[config.mk]
export PLATFORM = sky130hd
export DESIGN_NAME = mel_frame_buffer
export DESIGN_NICKNAME = d
export VERILOG_FILES = /design/src/rtl/mel_frame_buffer_pkg.sv /design/src/rtl/mel_frame_buffer_cdc_sync2.sv /design/src/rtl/mel_frame_buffer.sv
export SDC_FILE = /design/constraint.sdc
export NUM_CORES = 1
export LEC_CHECK = 0
export CAP_MARGIN = 20
export CELL_PAD_IN_SITES_DETAIL_PLACEMENT = 0
export CELL_PAD_IN_SITES_GLOBAL_PLACEMENT = 1
export CORE_MARGIN = 5
export CORE_UTILIZATION = 53
export DETAILED_ROUTE_END_ITERATION = 10
export DONT_BUFFER_PORTS = 1
export PLACE_DENSITY = 0.77
export SLEW_MARGIN = 20
export SYNTH_ARGS = -nofsm -noshare
export SYNTH_HDL_FRONTEND = slang
export SYNTH_SLANG_ARGS = --single-unit
[constraint.sdc]
create_clock -name clk -period 2.62 [get_ports clk]
set_input_delay 0.655 -clock clk [delete_from_list [all_inputs] [get_ports clk]]
set_output_delay 0.655 -clock clk [all_outputs]
set_load 0.02 [all_outputs]
[src/rtl/mel_frame_buffer_pkg.sv]
// Shared types and defaults for the mel spectrogram frame buffer.
// Tile layout is mel-major: element [m][f] sits at flat index m*frames+f.
package mel_frame_pkg;

  localparam int DATA_WIDTH         = 16;
  localparam int N_MELS             = 2;
  localparam int FIXED_FRAMES_FINAL = 4;

  typedef logic signed [DATA_WIDTH-1:0] sample_t;

  typedef enum logic {
    FILL = 1'b0,
    HOLD = 1'b1
  } mfb_state_e;

  function automatic int idx(input int m, input int f,
                             input int n_frames = FIXED_FRAMES_FINAL);
    return m * n_frames + f;
  endfunction

endpackage

[src/rtl/mel_frame_buffer_cdc_sync2.sv]
// Two-flop synchronizer for a single slow control bit; the reset value
// is chosen so the synchronized signal starts in its inactive level.
module cdc_sync2 #(
  parameter logic RST_VAL = 1'b1
) (
  input  logic clk,
  input  logic rst_n,
  input  logic d,
  output logic q
);

  logic meta;

  always_ff @(posedge clk or negedge rst_n) begin
    if (!rst_n) begin
      meta <= RST_VAL;
      q    <= RST_VAL;
    end else begin
      meta <= d;
      q    <= meta;
    end
  end

endmodule

[src/rtl/mel_frame_buffer.sv]
// Double-buffered mel tile collector feeding the SPI slave's parallel data_in.
// Optional macro MFB_SEQ_CNT_EN adds an 8-bit seq_cnt that counts bank swaps.
//
// Input handshake: a sample transfers on a rising clk edge where
// in_valid and in_ready are both high; in_valid may be raised at any time
// and in_ready does not depend on in_valid.
module mel_frame_buffer #(
  parameter int DATA_WIDTH         = mel_frame_pkg::DATA_WIDTH,
  parameter int N_MELS             = mel_frame_pkg::N_MELS,
  parameter int FIXED_FRAMES_FINAL = mel_frame_pkg::FIXED_FRAMES_FINAL
) (
  input  logic                                          clk,
  input  logic                                          rst_n,
  input  logic                                          in_valid,
  output logic                                          in_ready,
  input  logic signed [DATA_WIDTH-1:0]                  in_data,
  input  logic                                          flush,
  input  logic                                          cs_n,
  output logic [N_MELS*FIXED_FRAMES_FINAL*DATA_WIDTH-1:0] data_out,
  output logic                                          frame_avail
`ifdef MFB_SEQ_CNT_EN
  ,
  output logic [7:0]                                    seq_cnt
`endif
);

  import mel_frame_pkg::*;

  localparam int NE = N_MELS * FIXED_FRAMES_FINAL;
  localparam int MW = (N_MELS > 1) ? $clog2(N_MELS) : 1;
  localparam int FW = (FIXED_FRAMES_FINAL > 1) ? $clog2(FIXED_FRAMES_FINAL) : 1;
  localparam int AW = (NE > 1) ? $clog2(NE) : 1;
  localparam logic [MW-1:0] MEL_LAST = MW'(N_MELS - 1);
  localparam logic [FW-1:0] FRM_LAST = FW'(FIXED_FRAMES_FINAL - 1);

  mfb_state_e state, state_nxt;

  logic [MW-1:0]         mel_idx;
  logic [FW-1:0]         frm_idx;
  logic [AW-1:0]         wr_addr;
  logic                  wr_sel;
  logic [DATA_WIDTH-1:0] bank0 [NE];
  logic [DATA_WIDTH-1:0] bank1 [NE];

  logic cs_s, cs_q, cs_idle, read_start;
  logic accept, last_acc, wr_en, swap;

  cdc_sync2 #(.RST_VAL(1'b1)) u_cs_sync (
    .clk   (clk),
    .rst_n (rst_n),
    .d     (cs_n),
    .q     (cs_s)
  );

  always_ff @(posedge clk or negedge rst_n) begin
    if (!rst_n) cs_q <= 1'b1;
    else        cs_q <= cs_s;
  end

  assign cs_idle    = cs_s;
  assign read_start = cs_q & ~cs_s;

  assign accept   = in_valid & in_ready;
  assign last_acc = accept & (mel_idx == MEL_LAST) & (frm_idx == FRM_LAST);
  assign wr_en    = accept & ~flush;
  assign wr_addr  = AW'(idx(int'(mel_idx), int'(frm_idx), FIXED_FRAMES_FINAL));

  // FSM: state register
  always_ff @(posedge clk or negedge rst_n) begin
    if (!rst_n) state <= FILL;
    else        state <= state_nxt;
  end

  // FSM: next state
  always_comb begin
    state_nxt = state;
    case (state)
      FILL: if (!flush && last_acc && !cs_idle) state_nxt = HOLD;
      HOLD: if (flush || cs_idle) state_nxt = FILL;
      default: state_nxt = FILL;
    endcase
  end

  // FSM: outputs; a swap requires a synchronized idle bus so no read is torn
  always_comb begin
    in_ready = 1'b0;
    swap     = 1'b0;
    case (state)
      FILL: begin
        in_ready = 1'b1;
        swap     = ~flush & last_acc & cs_idle;
      end
      HOLD: swap = ~flush & cs_idle;
      default: ;
    endcase
  end

  // Arrival is frame-major, storage mel-major: indices walk mels fastest.
  always_ff @(posedge clk or negedge rst_n) begin
    if (!rst_n) begin
      mel_idx <= '0;
      frm_idx <= '0;
    end else if (flush || last_acc) begin
      mel_idx <= '0;
      frm_idx <= '0;
    end else if (accept) begin
      if (mel_idx == MEL_LAST) begin
        mel_idx <= '0;
        frm_idx <= frm_idx + 1'b1;
      end else begin
        mel_idx <= mel_idx + 1'b1;
      end
    end
  end

  always_ff @(posedge clk or negedge rst_n) begin
    if (!rst_n) begin
      for (int i = 0; i < NE; i++) begin
        bank0[i] <= '0;
        bank1[i] <= '0;
      end
    end else if (wr_en) begin
      if (wr_sel) bank1[wr_addr] <= in_data;
      else        bank0[wr_addr] <= in_data;
    end
  end

  always_ff @(posedge clk or negedge rst_n) begin
    if (!rst_n) begin
      wr_sel      <= 1'b0;
      frame_avail <= 1'b0;
    end else begin
      if (swap) wr_sel <= ~wr_sel;
      if (swap)            frame_avail <= 1'b1;
      else if (read_start) frame_avail <= 1'b0;
    end
  end

`ifdef MFB_SEQ_CNT_EN
  always_ff @(posedge clk or negedge rst_n) begin
    if (!rst_n)    seq_cnt <= '0;
    else if (swap) seq_cnt <= seq_cnt + 8'd1;
  end
`endif

  // Read bank is whichever bank is not being written.
  always_comb begin
    data_out = '0;
    for (int i = 0; i < NE; i++) begin
      data_out[i*DATA_WIDTH +: DATA_WIDTH] = wr_sel ? bank0[i] : bank1[i];
    end
  end

endmodule

-- Word-level counts from Yosys, hierarchy flattened
Index checks and enable logic that the tools add are counted.
- register bits after elaboration: 265
- bits in latches: 0
- memory bits (writable): 0
- ROM bits: 0
- input port bits: 21
- memories: 0
- add/sub/neg operators: 3
- multiply operators: 0
- divide/modulo/power cells: 0
- magnitude comparators: 2
- equal/unequal tests: 1
- shift-type cells: 0
- multiplexer cells: 25
- bitwise gates (word level): 13
- reduce and logical (&&, ||, !) cells: 13
- operators with widths (kind ; count):
    bitwise mux 128 bit ; 2
    2-to-1 mux 16 bit ; 9
    demux 16 bit (select 3 bit) ; 1
    AND 1 bit ; 8
    2-to-1 mux 1 bit ; 8
    2-to-1 mux 2 bit ; 3
    AND reduction 2 bit ; 3
    nonzero test 2 bit ; 3
    greater-or-equal comparator 4 bit (second input constant) ; 1
    less-than comparator 4 x 1 -> 1 bit (second input constant) ; 1
    inverter 1 bit ; 4
    inverter 3 -> 4 bit ; 1
    case mux 1 bit (2 select lines) ; 2
    adder 3 x 2 -> 3 bit ; 1
    logical AND 1 bit ; 3
    adder 2 x 1 -> 2 bit (second input constant) ; 1
    == test 2 bit (second input constant) ; 1
    zero test 1 bit ; 2
    logical OR 1 bit ; 2
    adder 1 bit (second input constant) ; 1

-- Depth between registers and ports, before layout
Gate-level depths: netlist (run 1).
- depth after elaboration: 8
- gate-level depth with buffers: 6

-- Modules after synthesis
Synthesis (run 1) repeated with hierarchy kept, for this count alone.
- cell total of the unflattened synthesis: 749
- area total of the unflattened synthesis: 11516.0 sq um
- modules (own cells, without submodules) (module ; times used ; cells an instance ; area each (sq um) ; seq. area each (sq um)):
    mel_frame_buffer ; 1 ; 747 ; 11463.5 ; 6582.6
    cdc_sync2 ; 1 ; 2 ; 52.6 ; 52.6

-- Least setup slack after synthesis (run 1)
Ideal clock, no wire load.
- path kind: input to register
- start: in flush
- end: reg bank0[21] in the netlist's numbering
- arrival: 2.267 ns
- required time: 2.495 ns
- slack: 0.228 ns
- cell stages on the path: 6
- path buffers: 3
- cells stage by stage: clkbuf_1 > or4b_1 > buf_4 > nor3_4 > buf_8 > mux2_4
- cells in the longest elaborated chain, start to end: 3
- ends and longest elaborated chain (element ; line ; text):
    start: declaration ; mel_frame_buffer.sv:17 ; input logic flush,
    inverter 1 bit ; mel_frame_buffer.sv:65 ; assign wr_en = accept & ~flush;
    AND 1 bit ; mel_frame_buffer.sv:65 ;
    AND reduction 2 bit (no line) ; n/a ;
    end signal: indexed assignment ; mel_frame_buffer.sv:124 ; else bank0[wr_addr] <= in_data;
    end: declaration ; mel_frame_buffer.sv:42 ; logic [DATA_WIDTH-1:0] bank0 [NE];
Every way passes these cells.
A chain may end at the register's enable or synchronous reset.

-- Worst setup path in the final report (run 1)
- start: reg wr_sel
- end: out data_out[99]
- cells in the longest elaborated chain, start to end: 1
- ends and longest elaborated chain (element ; line ; text):
    start: declaration ; mel_frame_buffer.sv:41 ; logic wr_sel;
    start signal: assignment ; mel_frame_buffer.sv:133 ; if (swap) wr_sel <= ~wr_sel;
    2-to-1 mux 16 bit ; mel_frame_buffer.sv:150 ; data_out[i*DATA_WIDTH +: DATA_WIDTH] = wr_sel ? bank0[i] : bank1[i];
    end: declaration ; mel_frame_buffer.sv:19 ; output logic [N_MELS*FIXED_FRAMES_FINAL*DATA_WIDTH-1:0] data_out,
Every way passes these cells.

==> results of run 1 <==
layout make-up:
type	instances	area, sq um
fillers	1604	8667
flip-flops and latches	265	6639
multi-input cells	428	4730
clock buffers	41	840.8
well taps	280	350.3
repair buffers	24	269.0
clock inverters	12	185.2
inverters	2	7.507
worst register-to-register path: stages, from the launching register on:
cell and delay [ns]:
dfrtp_4 0.53, bufbuf_16 0.34, nor4b_2 0.51, nand3b_1 0.25, buf_4 0.26, mux2_2 0.29
Yosys cell counts (all sizes together), types with 2 or more instances:
master | instances | area, sq um
a21oi | 2 | 10.01
buf | 18 | 116.4
clkbuf | 36 | 135.1
dfrtp | 262 | 6556
dfstp | 3 | 78.83
inv | 2 | 7.510
mux2 | 384 | 4399
nand2 | 8 | 30.03
nand3 | 3 | 15.01
nand3b | 3 | 22.52
nor2 | 6 | 37.53
nor3 | 4 | 47.54
nor3b | 3 | 22.52
registers in the layout (all words and copies together), names as in the netlist:
signal and count:
u_cs_sync.q 1, wr_sel 1, mel_idx 1, frame_avail 1
state 1, bank1 128, bank0 128, u_cs_sync.meta 1
cs_q 1, frm_idx 2
where the power goes:
part,internal [W],switching [W]
Sequential,0.00443,0.000170
Combinational,0.000298,0.000131
Clock,0.00271,0.00159
how the worst max path moves through the flow:
stage / cells after the start / from / endpoint / slack, ns
after CTS: 3 / wr_sel$_DFFE_PN0P_ / data_out[99] / -0.004
final: 3 / wr_sel$_DFFE_PN0P_ / data_out[99] / 0.03
after detailed placement: 3 / flush / bank0[9]$_DFFE_PN0P_ / 0.29
after floorplan: 6 / flush / bank0[21]$_DFFE_PN0P_ / 0.23
after global routing: 3 / wr_sel$_DFFE_PN0P_ / data_out[101] / -0.03
after global placement: 3 / flush / bank0[12]$_DFFE_PN0P_ / 0.31
per-stage QoR:
step             TNS, ns  total power (W)  instance area [sq um]
3_3_place_gp           0         0.005051                  11940
4_1_cts        -0.005595         0.009443                  13020
3_5_place_dp           0         0.005107                  11940
2_1_floorplan          0         0.005018                  11620
6_report               0         0.009335                  13020
5_1_grt           -1.267         0.009687                  13020
metal layers:
metal | routed length (um) | vias to the layer above | track usage, % | share of wire, %
met5 | 0 | - | 0 | 0
met4 | 632 | 0 | 5.646 | 2.5
met3 | 1444 | 40 | 5.276 | 5.6
met2 | 12630 | 130 | 34.71 | 49
met1 | 10920 | 3262 | 26.72 | 43
li1 | - | 2694 | - | -
cell families after synthesis:
logic type	count (synthesis)	share of synthesized area, %
multiplexers	384	37.85
flip-flops	265	57.08
buffers and inverters	56	2.228
AND/OR/NAND/NOR	37	2.400
AO/OA/AOI/OAI	4	0.1830
XOR/XNOR	2	0.1507
adder cells (fa/ha/maj)	1	0.1076
repair_timing:
item / CTS / global route
pin swaps: 0 / 0
resized for setup: 6 / 0
setup buffers: 0 / 0
setup endpoints to repair: 77 / 75
endpoints found under the hold margin: 263 / 262
cloned: 1 / 0
layout by cell type (no fill, tap or decap), types with 2 or more instances in the layout:
| cell | n |
|---|---|
| mux2_2 | 358 |
| dfrtp_1 | 261 |
| clkbuf_16 | 29 |
| mux2_4 | 20 |
| buf_4 | 16 |
| nand2_1 | 8 |
| clkbuf_8 | 7 |
| clkinv_2 | 7 |
| mux2_1 | 6 |
| clkbuf_1 | 5 |
| bufinv_16 | 5 |
| nor2_1 | 4 |
| nand3b_1 | 3 |
| nor3b_1 | 3 |
| nand3_1 | 3 |
| dfstp_2 | 3 |
| buf_6 | 3 |
| inv_1 | 2 |
| nor2_4 | 2 |
| nor3_4 | 2 |
| a21oi_1 | 2 |
| buf_12 | 2 |
==> reports/metrics.cfg, run 1 <==
[run_status]
run_status=complete, but fails checks
violations=negative hold slack

[placement]
hpwl_um=16800
place_congestion=0.7547
port_buffers=0
dp_cells=998
preCtsSetupSlack_ns=0.2925

[synth]
async_reset_ff_share_pct=100.0
yosys_warnings=0
ys_seq_area_share_pct=57.08
synth_area_sq_um=11620
ys_types=36
synth_edf_count=0
ys.flop_type=dfrtp_1
postSynthAreaPerCell_sq_um=15.52
syn-num-nets=771
synth_seq_cells=265
syn_inst=749

[sta]
rsz0062_at_grt=true
hold_ws_ns=-0.1729
maxSlewViolCount=0
final.period_utilization_pct=98.73
period_needed_ns=2.587
tightest_slew_ns=0.5658
setup_slack_ns=0.03326
hold_viol=262
fin_skew_ns=0.007712
setup_viol=0
slew_headroom_pct=62.28
max_freq_mhz=386.6

[setup_path]
worstPathRequired_ns=1.97
start_kind=register
reg2reg_to=bank0[118]$_DFFE_PN0P_
crit_type=reg -> out
cp_top_family=flip-flops
rr_worst_depth=5
timing.rr.start=wr_sel$_DFFE_PN0P_
arrival_ns=1.93
path_cells=buf_16 -> buf_8 -> mux2_2
crit_path_end_kind=output pin
crit_buf_inv=2
crit_slowest_cell=dfrtp_4
critPathMaxFanout=30
r2r_setup_slack_ns=0.33
cpPeakStageDelay_ns=0.48

[floorplanning]
ios=151
die_y_um=158.1
die_w_um=158.1
core-area_sq_um=21690
initial_core_util_pct=53.59
rows=54
die_area_sq_um=24990

[pwr]
ir_drop_v=0.0004555
p_per_area_nw_per_um2=716.9
p_leak_nw=6.379

[routing]
dr.pass1.iters=4
wl_per_cell_um=24.37
ant_nets=0
viasPerCell=5.823
drc_errors=0
num_vias=6126
drt-initial-drc-count=226
routed_wl_um=25630

[cts]
cts_tree=built
clock_sinks=265
clock_latency_ns=0.53
cts_made_buffers=29
clk_pin_slew_ns=0.06
clock_path_buffers=3
root_buffer=clkbuf_16
htreeDepth=1

[worst_hold_path]
hold_class=in -> async

[grt]
grt_max_degree=266
grt.overflow.total=0
grt_pass1_vias=6865
grt_usage_pct=20.63
antenna_found_initial=0
grt_pass1_wl_um=40020

[finish]
nets=772
diodes=0
syn_to_final_growth_pct=12.02
final_cells=1052
drive_above_1_share_pct=59.84
postLayoutCoreUtil_pct=60.04

[job]
drv_cap=0

(Power assumes the default switching activity.)
==> run 2: changes to the inputs <==
GPL_TIMING_DRIVEN = 0   (was not set)
==> run 2 against run 1 <==
The flow still finishes with violations (negative hold slack); fmax is 1.7% higher; final cell count grew 2.6%; via count increased by 1.2%; critical endpoint is now data_out[22]; first-iteration DRC count grew 16%; clock skew barely moved; sequential share of layout area up 0.19 points; sequential power about the same; largest cell class unchanged.
==> reports/metrics.cfg, run 2 (synthesis gave the netlist of run 1 again) <==
[sta]
setup_viol=0
hold_ws_ns=-0.1737
final.period_utilization_pct=97.05
hold_viol=262
tightest_slew_ns=0.7717
slew_headroom_pct=48.36
period_needed_ns=2.543
maxSlewViolCount=0
rsz0062_at_grt=true
fin_skew_ns=0.007924
max_freq_mhz=393.3

[cts]
clock_latency_ns=0.53
cts_tree=built
clock_sinks=265
cts_made_buffers=28
clock_path_buffers=3
clk_pin_slew_ns=0.06
htreeDepth=1
root_buffer=clkbuf_16

[setup_path]
arrival_ns=1.89
crit_type=reg -> out
crit_path_end_kind=output pin
timing.rr.start=wr_sel$_DFFE_PN0P_
crit_slowest_cell=mux2_2
start_kind=register
r2r_setup_slack_ns=0.26
rr_worst_depth=6
cpPeakStageDelay_ns=0.42
path_cells=buf_2 -> buf_6 -> clkbuf_4 -> mux2_2
worstPathRequired_ns=1.97
reg2reg_to=bank0[25]$_DFFE_PN0P_
critPathMaxFanout=10

[finish]
layout_commonest_cell=mux2_2
nets=800
final_area_sq_um=12960
final_cells=1079
drive_above_1_share_pct=57.57
syn_to_final_growth_pct=11.54
diodes=0
final_cell_mix=358 x mux2_2, 262 x dfrtp_1, 33 x clkbuf_1, 29 x clkbuf_16, 20 x mux2_4
reg_top3=bank0 (128), bank1 (128), frm_idx (2)
postLayoutCoreUtil_pct=59.78

[grt]
grt_max_degree=266
grt_pass1_wl_um=40940
grt.overflow.total=0
antenna_found_initial=0
grt_usage_pct=21.14
grt_pass1_vias=6883

[floorplanning]
initial_core_util_pct=53.59
die_y_um=158.1
die_area_sq_um=24990
die_w_um=158.1
ios=151
rows=54
core-area_sq_um=21690

[routing]
drt-initial-drc-count=263
viasPerCell=5.747
dr.pass1.iters=4
num_vias=6201
routed_wl_um=26050
wl_per_cell_um=24.14
drc_errors=0
ant_nets=0

[placement]
port_buffers=0
dp_cells=1029
place_congestion=0.8255
hpwl_um=18010
placed_area_sq_um=11970

[pwr]
p_leak_nw=6.356
p_per_area_nw_per_um2=688.1
ir_drop_v=0.0004488
total_power_w=0.008921

[worst_hold_path]
hold_class=in -> async

[run_status]
violations=negative hold slack
run_status=complete, but fails checks

[job]
drv_cap=0

==> run 2: changes by cell type in the layout (fill, tap and decap cells not counted), sizes merged <==
cell,previous run,this run
clkbuf,41,76
bufinv,5,1
clkinv,7,3
buf,23,22
bufbuf,1,0
clkinvlp,0,1
inv,2,3
==> run 2: worst max path at each step <==
stage / slack [ns] / endpoint / startpoint
finish: 0.08 / data_out[22] / wr_sel$_DFFE_PN0P_
global route: -0.02 / data_out[83] / wr_sel$_DFFE_PN0P_
CTS: -0.08 / data_out[44] / wr_sel$_DFFE_PN0P_
detailed placement: -0.32 / data_out[44] / wr_sel$_DFFE_PN0P_
global placement: -0.31 / data_out[44] / wr_sel$_DFFE_PN0P_
floorplan: 0.23 / bank0[21]$_DFFE_PN0P_ / flush
==> run 2: cell type report <==
class / count / area, sq um
Multi-Input combinational cell: 428 / 4730
Clock inverter: 6 / 61.31
Tap cell: 280 / 350.3
Sequential cell: 265 / 6635
Buffer: 53 / 335.3
Clock buffer: 45 / 845.8
Fill cell: 1632 / 8723
Inverter: 2 / 7.507
==> run 2: per-stage QoR <==
| step | TNS (ns) | setup WS (ns) |
|---|---|---|
| 5_1_grt | -0.2255 | -0.01971 |
| 3_3_place_gp | -14.69 | -0.3103 |
| 4_1_cts | -3.856 | -0.08111 |
| 2_1_floorplan | 0 | 0.2280 |
| 6_report | 0 | 0.07731 |
| 3_5_place_dp | -19.60 | -0.3207 |
==> run 2: layer usage <==
layer  track usage (%)  wire length (um)  share of wire [%]  up-vias
met3             6.042              1762                6.8       47
met2             34.13             12620                 48      143
li1                  -                 -                  -     2740
met5                 0                 0                  0        -
met4             5.727               671                2.6        0
met1             28.31             10990                 42     3271
==> run 2: what timing repair did <==
item                                   CTS  global route
resized for setup                       33             6
setup buffers                            0             0
setup endpoints to repair              128           110
endpoints found under the hold margin  262           262
==> run 2: power by group <==
group | internal (W) | switching, W
clock | 0.00230 | 0.00154
sequential | 0.00443 | 0.000161
combinational | 0.000302 | 0.000192
total | 0.00703 | 0.00189
==> run 2: critical path, delay by kind of cell (launching register included) <==
family / cells / cell delay (ns)
buffers and inverters: 3 / 0.62
DFF: 1 / 0.31
muxes: 1 / 0.42
